<file path="config.mk">
export PLATFORM = sky130hd
export DESIGN_NAME = mem_1rw_port_arb
export DESIGN_NICKNAME = d
export VERILOG_FILES = /design/src/rtl/mem_1rw_port_arb.sv
export SDC_FILE = /design/constraint.sdc
export NUM_CORES = 1
export LEC_CHECK = 0
export BUFFER_PORTS_ARGS = -buffer_cell sky130_fd_sc_hd__buf_4
export CAP_MARGIN = 20
export CORE_ASPECT_RATIO = 2
export CORE_MARGIN = 2
export CORE_UTILIZATION = 51
export DETAILED_ROUTE_END_ITERATION = 10
export PLACE_DENSITY_LB_ADDON = 0.15
export SLEW_MARGIN = 20
export SYNTH_ARGS = -nofsm -noshare
export SYNTH_HDL_FRONTEND = slang
export SYNTH_SLANG_ARGS = --single-unit
</file>
<file path="constraint.sdc">
create_clock -name clk -period 6.71 [get_ports clk]
set_clock_uncertainty 0.05 [all_clocks]
set_input_delay 1.342 -clock clk [delete_from_list [all_inputs] [get_ports clk]]
set_output_delay 1.342 -clock clk [all_outputs]
set_load 0.02 [all_outputs]
</file>
<file path="src/rtl/mem_1rw_port_arb.sv">
// mem_1rw_port_arb: merges a write channel and a read channel onto one 1RW
// memory port. Read data returns through a small credit-managed response
// FIFO, so backpressure on the response side never drops a word.
module mem_1rw_port_arb #(
    parameter int ADDR_WIDTH = 6,
    parameter int DATA_WIDTH = 64,
    parameter int DEPTH      = 48,
    parameter int RSP_DEPTH  = 3
) (
    input  logic                  clk,
    input  logic                  rst_n,
    // write request channel
    input  logic                  wr_valid_i,
    output logic                  wr_ready_o,
    input  logic [ADDR_WIDTH-1:0] wr_addr_i,
    input  logic [DATA_WIDTH-1:0] wr_data_i,
    output logic                  wr_oob_o,
    // read request channel
    input  logic                  rd_valid_i,
    output logic                  rd_ready_o,
    input  logic [ADDR_WIDTH-1:0] rd_addr_i,
    // read response channel
    output logic                  rsp_valid_o,
    input  logic                  rsp_ready_i,
    output logic [DATA_WIDTH-1:0] rsp_data_o,
    output logic                  rsp_err_o,
    // memory RW port
    output logic [ADDR_WIDTH-1:0] mem_addr_o,
    output logic                  mem_en_o,
    output logic                  mem_wmode_o,
    output logic [DATA_WIDTH-1:0] mem_wdata_o,
    input  logic [DATA_WIDTH-1:0] mem_rdata_i
);

    localparam int PTR_W = (RSP_DEPTH > 1) ? $clog2(RSP_DEPTH) : 1;
    localparam int CNT_W = $clog2(RSP_DEPTH + 1);

    // Round-robin pointer remembers which channel won the last contended cycle.
    typedef enum logic {
        RR_WRITE = 1'b0,
        RR_READ  = 1'b1
    } rr_e;

    rr_e                   rr_q, rr_d;
    logic                  wr_gnt, rd_gnt;
    logic                  rd_elig;
    logic                  wr_in_range, rd_in_range;
    logic [CNT_W:0]        credit_used;

    logic                  inflight_q, inflight_oob_q;
    logic                  wr_oob_q;

    logic [DATA_WIDTH-1:0] fifo_data_q [RSP_DEPTH];
    logic                  fifo_err_q  [RSP_DEPTH];
    logic [PTR_W-1:0]      wr_ptr_q, rd_ptr_q;
    logic [CNT_W-1:0]      count_q, count_d;
    logic                  push, pop;

    function automatic logic [PTR_W-1:0] ptr_inc(input logic [PTR_W-1:0] p);
        return (p == PTR_W'(RSP_DEPTH - 1)) ? '0 : p + 1'b1;
    endfunction

    assign wr_in_range = int'(wr_addr_i) < DEPTH;
    assign rd_in_range = int'(rd_addr_i) < DEPTH;

    // Credit counts words already queued plus the one still in the memory;
    // both are registered, so rsp_ready never reaches rd_ready combinationally.
    assign credit_used = {1'b0, count_q} + {{CNT_W{1'b0}}, inflight_q};
    assign rd_elig     = rd_valid_i && (credit_used < (CNT_W+1)'(RSP_DEPTH));

    // Arbitration: single requester wins outright, contention alternates.
    // NOTE: every output of a combinational block gets a default first so no path can infer a latch.
    always_comb begin
        wr_gnt = 1'b0;
        rd_gnt = 1'b0;
        rr_d   = rr_q;
        if (rst_n) begin
            if (wr_valid_i && rd_elig) begin
                if (rr_q == RR_WRITE) begin
                    rd_gnt = 1'b1;
                    rr_d   = RR_READ;
                end else begin
                    wr_gnt = 1'b1;
                    rr_d   = RR_WRITE;
                end
            end else begin
                wr_gnt = wr_valid_i;
                rd_gnt = rd_elig;
            end
        end
    end

    assign wr_ready_o  = wr_gnt;
    assign rd_ready_o  = rd_gnt;

    // Out-of-range grants complete the handshake but never touch the memory.
    assign mem_en_o    = (wr_gnt && wr_in_range) || (rd_gnt && rd_in_range);
    assign mem_wmode_o = wr_gnt && wr_in_range;
    assign mem_addr_o  = wr_gnt ? wr_addr_i : rd_addr_i;
    assign mem_wdata_o = wr_data_i;
    assign wr_oob_o    = wr_oob_q;

    // The read issued last cycle lands in the FIFO this cycle.
    assign push        = inflight_q;
    assign pop         = (count_q != '0) && rsp_ready_i;

    // FIFO occupancy: simultaneous push and pop leave the count unchanged.
    always_comb begin
        count_d = count_q;
        case ({push, pop})
            2'b10:   count_d = count_q + 1'b1;
            2'b01:   count_d = count_q - 1'b1;
            default: count_d = count_q;
        endcase
    end

    // Control state: arbiter pointer, read pipeline tag, OOB pulse, FIFO pointers.
    // NOTE: sequential state uses non-blocking assignments so every flop samples pre-edge values.
    always_ff @(posedge clk or negedge rst_n) begin
        if (!rst_n) begin
            rr_q           <= RR_WRITE;
            inflight_q     <= 1'b0;
            inflight_oob_q <= 1'b0;
            wr_oob_q       <= 1'b0;
            wr_ptr_q       <= '0;
            rd_ptr_q       <= '0;
            count_q        <= '0;
        end else begin
            rr_q           <= rr_d;
            inflight_q     <= rd_gnt;
            inflight_oob_q <= rd_gnt && !rd_in_range;
            wr_oob_q       <= wr_gnt && !wr_in_range;
            count_q        <= count_d;
            if (push) wr_ptr_q <= ptr_inc(wr_ptr_q);
            if (pop)  rd_ptr_q <= ptr_inc(rd_ptr_q);
        end
    end

    // Response storage; an OOB read stores zero data with the error tag set.
    // NOTE: storage has no reset; the count and pointers alone decide which entries are valid.
    always_ff @(posedge clk) begin
        if (push) begin
            fifo_data_q[wr_ptr_q] <= inflight_oob_q ? '0 : mem_rdata_i;
            fifo_err_q[wr_ptr_q]  <= inflight_oob_q;
        end
    end

    assign rsp_valid_o = (count_q != '0);
    assign rsp_data_o  = fifo_data_q[rd_ptr_q];
    assign rsp_err_o   = fifo_err_q[rd_ptr_q];

    // The credit rule guarantees a free slot whenever a read result arrives.
    push_never_full: assert property (@(posedge clk) disable iff (!rst_n)
        push |-> (count_q != CNT_W'(RSP_DEPTH)));

endmodule
</file>
-- Word level (Yosys, flattened, before mapping)
Memory sizes are Yosys's and may differ from the RTL's.
Cells that the tools add are included.
- memory bits (writable): 195
- bits in registers: 10
- memories: 2
- logic and storage cells: 47
- add/subtract/negate cells: 5
- reductions and logical operators: 13
- magnitude comparators: 3
- muxes and demuxes: 13
- equal/unequal tests: 4
- memory list (name ; depth ; bits a word ; read ports ; clocked after memory_dff ; wr ports ; RTL line ; text):
    fifo_data_q ; 3 ; 64 ; 1 ; 0 ; 1 ; 53 ; logic [DATA_WIDTH-1:0] fifo_data_q [RSP_DEPTH];
    fifo_err_q ; 3 ; 1 ; 1 ; 0 ; 1 ; 54 ; logic fifo_err_q [RSP_DEPTH];
- operators by type and width (kind ; count):
    $mux 64 ; 1
    $lt 6x6->1 const B ; 2
    $mux 1 ; 8
    $logic_and 1x1->1 ; 7
    $add 2x1->2 const B ; 3
    $eq 2x2->1 const B ; 3
    $mux 6 ; 1
    $mux 2 ; 2
    $pmux 2 s2 ; 1
    $reduce_bool 2->1 ; 2
    $add 2x1->3 ; 1
    $lt 3x2->1 const B ; 1
    $eq 2x1->1 const B ; 1
    $logic_not 1->1 ; 2
    $reduce_and 2->1 ; 1
    $sub 2x1->2 const B ; 1
    $logic_or 1x1->1 ; 1

-- Depth between registers and ports, before layout
- depth in word-level cells: 8
- mapped depth: 6

-- Least setup slack after synthesis
OpenSTA, ideal clock, no wires.
- kind: reg2reg
- start point: register inflight_q
- end point: memory fifo_data_q[2][0], enable pin
- period minus slack after synthesis: 5.818 ns
- data arrival time: 5.187 ns
- slack: 0.892 ns
- cell stages (with the launch flop): 3
- cells stage by stage: dfrtp_1 > inv_1 > nor3b_1
- cells in the longest elaborated chain, start to end: 2
- ends and longest elaborated chain (what ; RTL line ; text):
    from (decl) ; 50 ; logic inflight_q, inflight_oob_q;
    from (signal assigned) ; 130 ; inflight_q <= rd_gnt;
    $mux 1 ; 142 ; if (push) begin
    $mux 1 ; 143 ; fifo_data_q[wr_ptr_q] <= inflight_oob_q ? '0 : mem_rdata_i;
    to (decl) ; 53 ;
No other way between the ends.

-- Worst setup path in the final report
- start point: register rd_ptr_q[0]
- end point: output port rsp_data_o[62]
- cells in the longest elaborated chain, start to end: 1
- ends and longest elaborated chain (what ; RTL line ; text):
    from (decl) ; 55 ; logic [PTR_W-1:0] wr_ptr_q, rd_ptr_q;
    from (signal assigned) ; 135 ; if (pop) rd_ptr_q <= ptr_inc(rd_ptr_q);
    $mem_v2 3x64 ; -- ;
    to (decl) ; 25 ; output logic [DATA_WIDTH-1:0] rsp_data_o,
No other way between the ends.

==> out/results.tsv <==
metric	value	unit
Register Area	0.00611	mm2
drt first pass iters	4	
WP depth	4	
mapped cell area	0.00871	mm2
worst rel slew slack	34.8	%
Tightest Pin Transition	0.978	ns
DRT iter0 DRCs	262	
crit path launch	rd_ptr_q[0]	
post-synthesis cell type with the largest combined area	edfxtp_1	
Avg WL per Cell	18.7	um
slowest cell delay on critical path	0.78	ns
reg2reg start	wr_ptr_q[0]	
CP Class	flop to primary output	
postcts setup bufs	0	
Pwr Total	4.03	mW
CTS tree	done	
CP Launch Type	flop	
max-slew violation count	0	
initial antenna violation count	0	
number of vias in the routed layout	4838	
H-tree depth	1	
Worst path slowest cell	dfrtp_4	
Clock Tree Root	clkbuf_16	
most frequent cells in the layout	195 x edfxtp_1, 163 x buf_4, 73 x nand2_1, 65 x mux2i_1, 64 x nor2b_1	
total global routing track utilization	18.3	%
antenna fix cells	0	
pwr/cell area	396	mW/mm2
fmax	246	MHz
Post-route DRC	0	
Area growth syn-to-layout	16.9	%
number of global-route vias before repair	5082	
fraction of layout cells with a size suffix above 1	29.4	%
WP data required	5.32	ns
Post-Syn Instances	601	
Reg2Reg Depth	3	
period utilization	60.5	%
final WL	17.0	mm
setup TNS	0	ns
Worst-Skew Late Latency	0.47	ns
minimum clock period	4.06	ns
cts repair resizes	0	
area of the multi-input gates	0.00196	mm2
Mapped Avg Cell Area	14.5	um2
top-level port count	286	
die area	0.0182	mm2
first-pass GRT wire length	25.4	mm
top cells by area, synth	edfxtp_1 67%, mux2i_1 7.5%, buf_4 5.9%	
GR Overflow Total	0	
Hold Path Origin	rr_q	
post-synth top area share	67.2	%
via density per instance	5.32	
Initial Util	51.9	%
Distinct cells, synth	30	
die height	189	um
LEAKAGE	3.80	nW
WP buf/inv	2	
RSZ-0062 raised after global routing	no	
worst path arrival time	2.67	ns
Post-Syn Nets	749	
CP Capture Type	primary output	
Rows	67	
YS warnings	0	
CTS max path bufs	3	
clock sinks	205	
Crit Path Max Fanout	39	
Fill cells	1330	
outcome	finished, final reports clean	
Hold Path Class	flop to flop	
Buffers on Ports	157	
hpwl dp	10.4	mm
Max rail drop VDD	0.403	mV
Total Nets Final	839	
largest net degree at the start of global routing	85	
# setup viols final	0	
max cap viols	0	
hold path depth	1	
core area	0.0168	mm2
CP cell instances	buf_4 > mux2i_1 > o21ai_0 > buf_4	
TritonCTS Buffers	18	
family with the most delay on the worst path	buffers and inverters	
Seq/Total Area, Yosys	70.1	%
Crit path top cell by count	buf_4	
routability-driven placement congestion ratio	0.758	
leading cell type in the layout, fill and taps excluded	edfxtp_1	
Worst-path clk slew	0.07	ns
die width	96.4	um
synthesized flop and latch total	205	
hold buffers post-CTS	0	
Post-DRT Antenna Nets	0	
final hold violations	0	
-- report_power, final --
part | internal, mW | switching [mW] | total, mW
sequential | 1.58 | 0.140 | 1.72
combinational | 0.528 | 0.736 | 1.26
clock | 0.627 | 0.418 | 1.05
total | 2.73 | 1.29 | 4.03
-- state kept, by name (all words and copies together) (netlist names) --
signal	count
rr_q	1
inflight_q	1
fifo_data_q	192
wr_oob_o	1
rd_ptr_q	2
count_q	2
wr_ptr_q	2
inflight_oob_q	1
fifo_err_q	3
-- cell usage after synthesis --
cell / n
buf_8: 2
a32o_1: 1
nor2_1: 2
and4_2: 1
nor3_1: 2
ha_1: 3
nor2b_1: 64
xnor2_1: 3
nand4_1: 1
a21o_1: 3
inv_1: 3
nand2_1: 73
or2_2: 1
and3_1: 1
mux2_2: 6
and3_2: 2
o21ai_1: 20
mux2i_1: 65
and2_2: 1
xor2_1: 1
nor3b_1: 1
nor2b_4: 1
a31oi_4: 1
o21ai_0: 47
buf_4: 68
dfrtp_1: 10
buf_6: 1
clkbuf_1: 12
buf_2: 10
edfxtp_1: 195
-- worst register-to-register path: cells and delay by family, from the launching register on --
kind	cells	cell delay [ns]
flops	1	0.42
simple gates	2	0.47
buf+inv	1	0.72
-- area by class of cell --
| type | instances | share of cell area (%) |
|---|---|---|
| Multi-Input combinational cell | 300 | 19.3 |
| Clock buffer | 19 | 4.67 |
| Sequential cell | 205 | 60.1 |
| Inverter | 3 | 0.111 |
| Clock inverter | 13 | 1.29 |
| Timing Repair Buffer | 163 | 12.0 |
| Tap cell | 207 | 2.54 |
-- final timing paths --
check	slack [ns]	endpoint
worst min-delay path	0.46	rr_q
worst min register to register	0.46	rr_q
worst max register to register	4.62	fifo_data_q[1][7]
max in group asynchronous	5.78	rd_ptr_q[0]
min in group asynchronous	0.65	rr_q
worst max-delay path	2.65	rsp_data_o[62]
-- kinds of logic after synthesis --
kind of cell | count (synthesis) | share of synthesized area (%)
AO/OA/AOI/OAI | 72 | 4.47
XOR/XNOR | 4 | 0.402
adder cells (fa/ha/maj) | 3 | 0.431
buffers and inverters | 96 | 7.56
flip-flops | 205 | 70.1
multiplexers | 71 | 8.25
AND/OR/NAND/NOR | 150 | 8.78
-- metrics by stage --
stage          setup slack [ns]  cells  area [um2]  hold WS (ns)  util, %
6_report                   2.65    910       10200         0.460     60.7
5_1_grt                    2.54    910       10200         0.482     60.7
3_3_place_gp               2.87    878        9570         0.437     57.1
3_5_place_dp               2.79    878        9570         0.442     57.1
2_1_floorplan             0.892    601        8710         0.404        -
4_1_cts                    2.57    910       10200         0.456     60.7
-- routing by layer --
layer	routed length, um	GRT usage [%]	vias to the layer above
li1	-	-	2267
met1	5830	18.4	2338
met2	8880	32.7	139
met3	1160	4.00	94
met4	1110	11.6	0
met5	0	0.595	-
(Power assumes the default switching activity.)
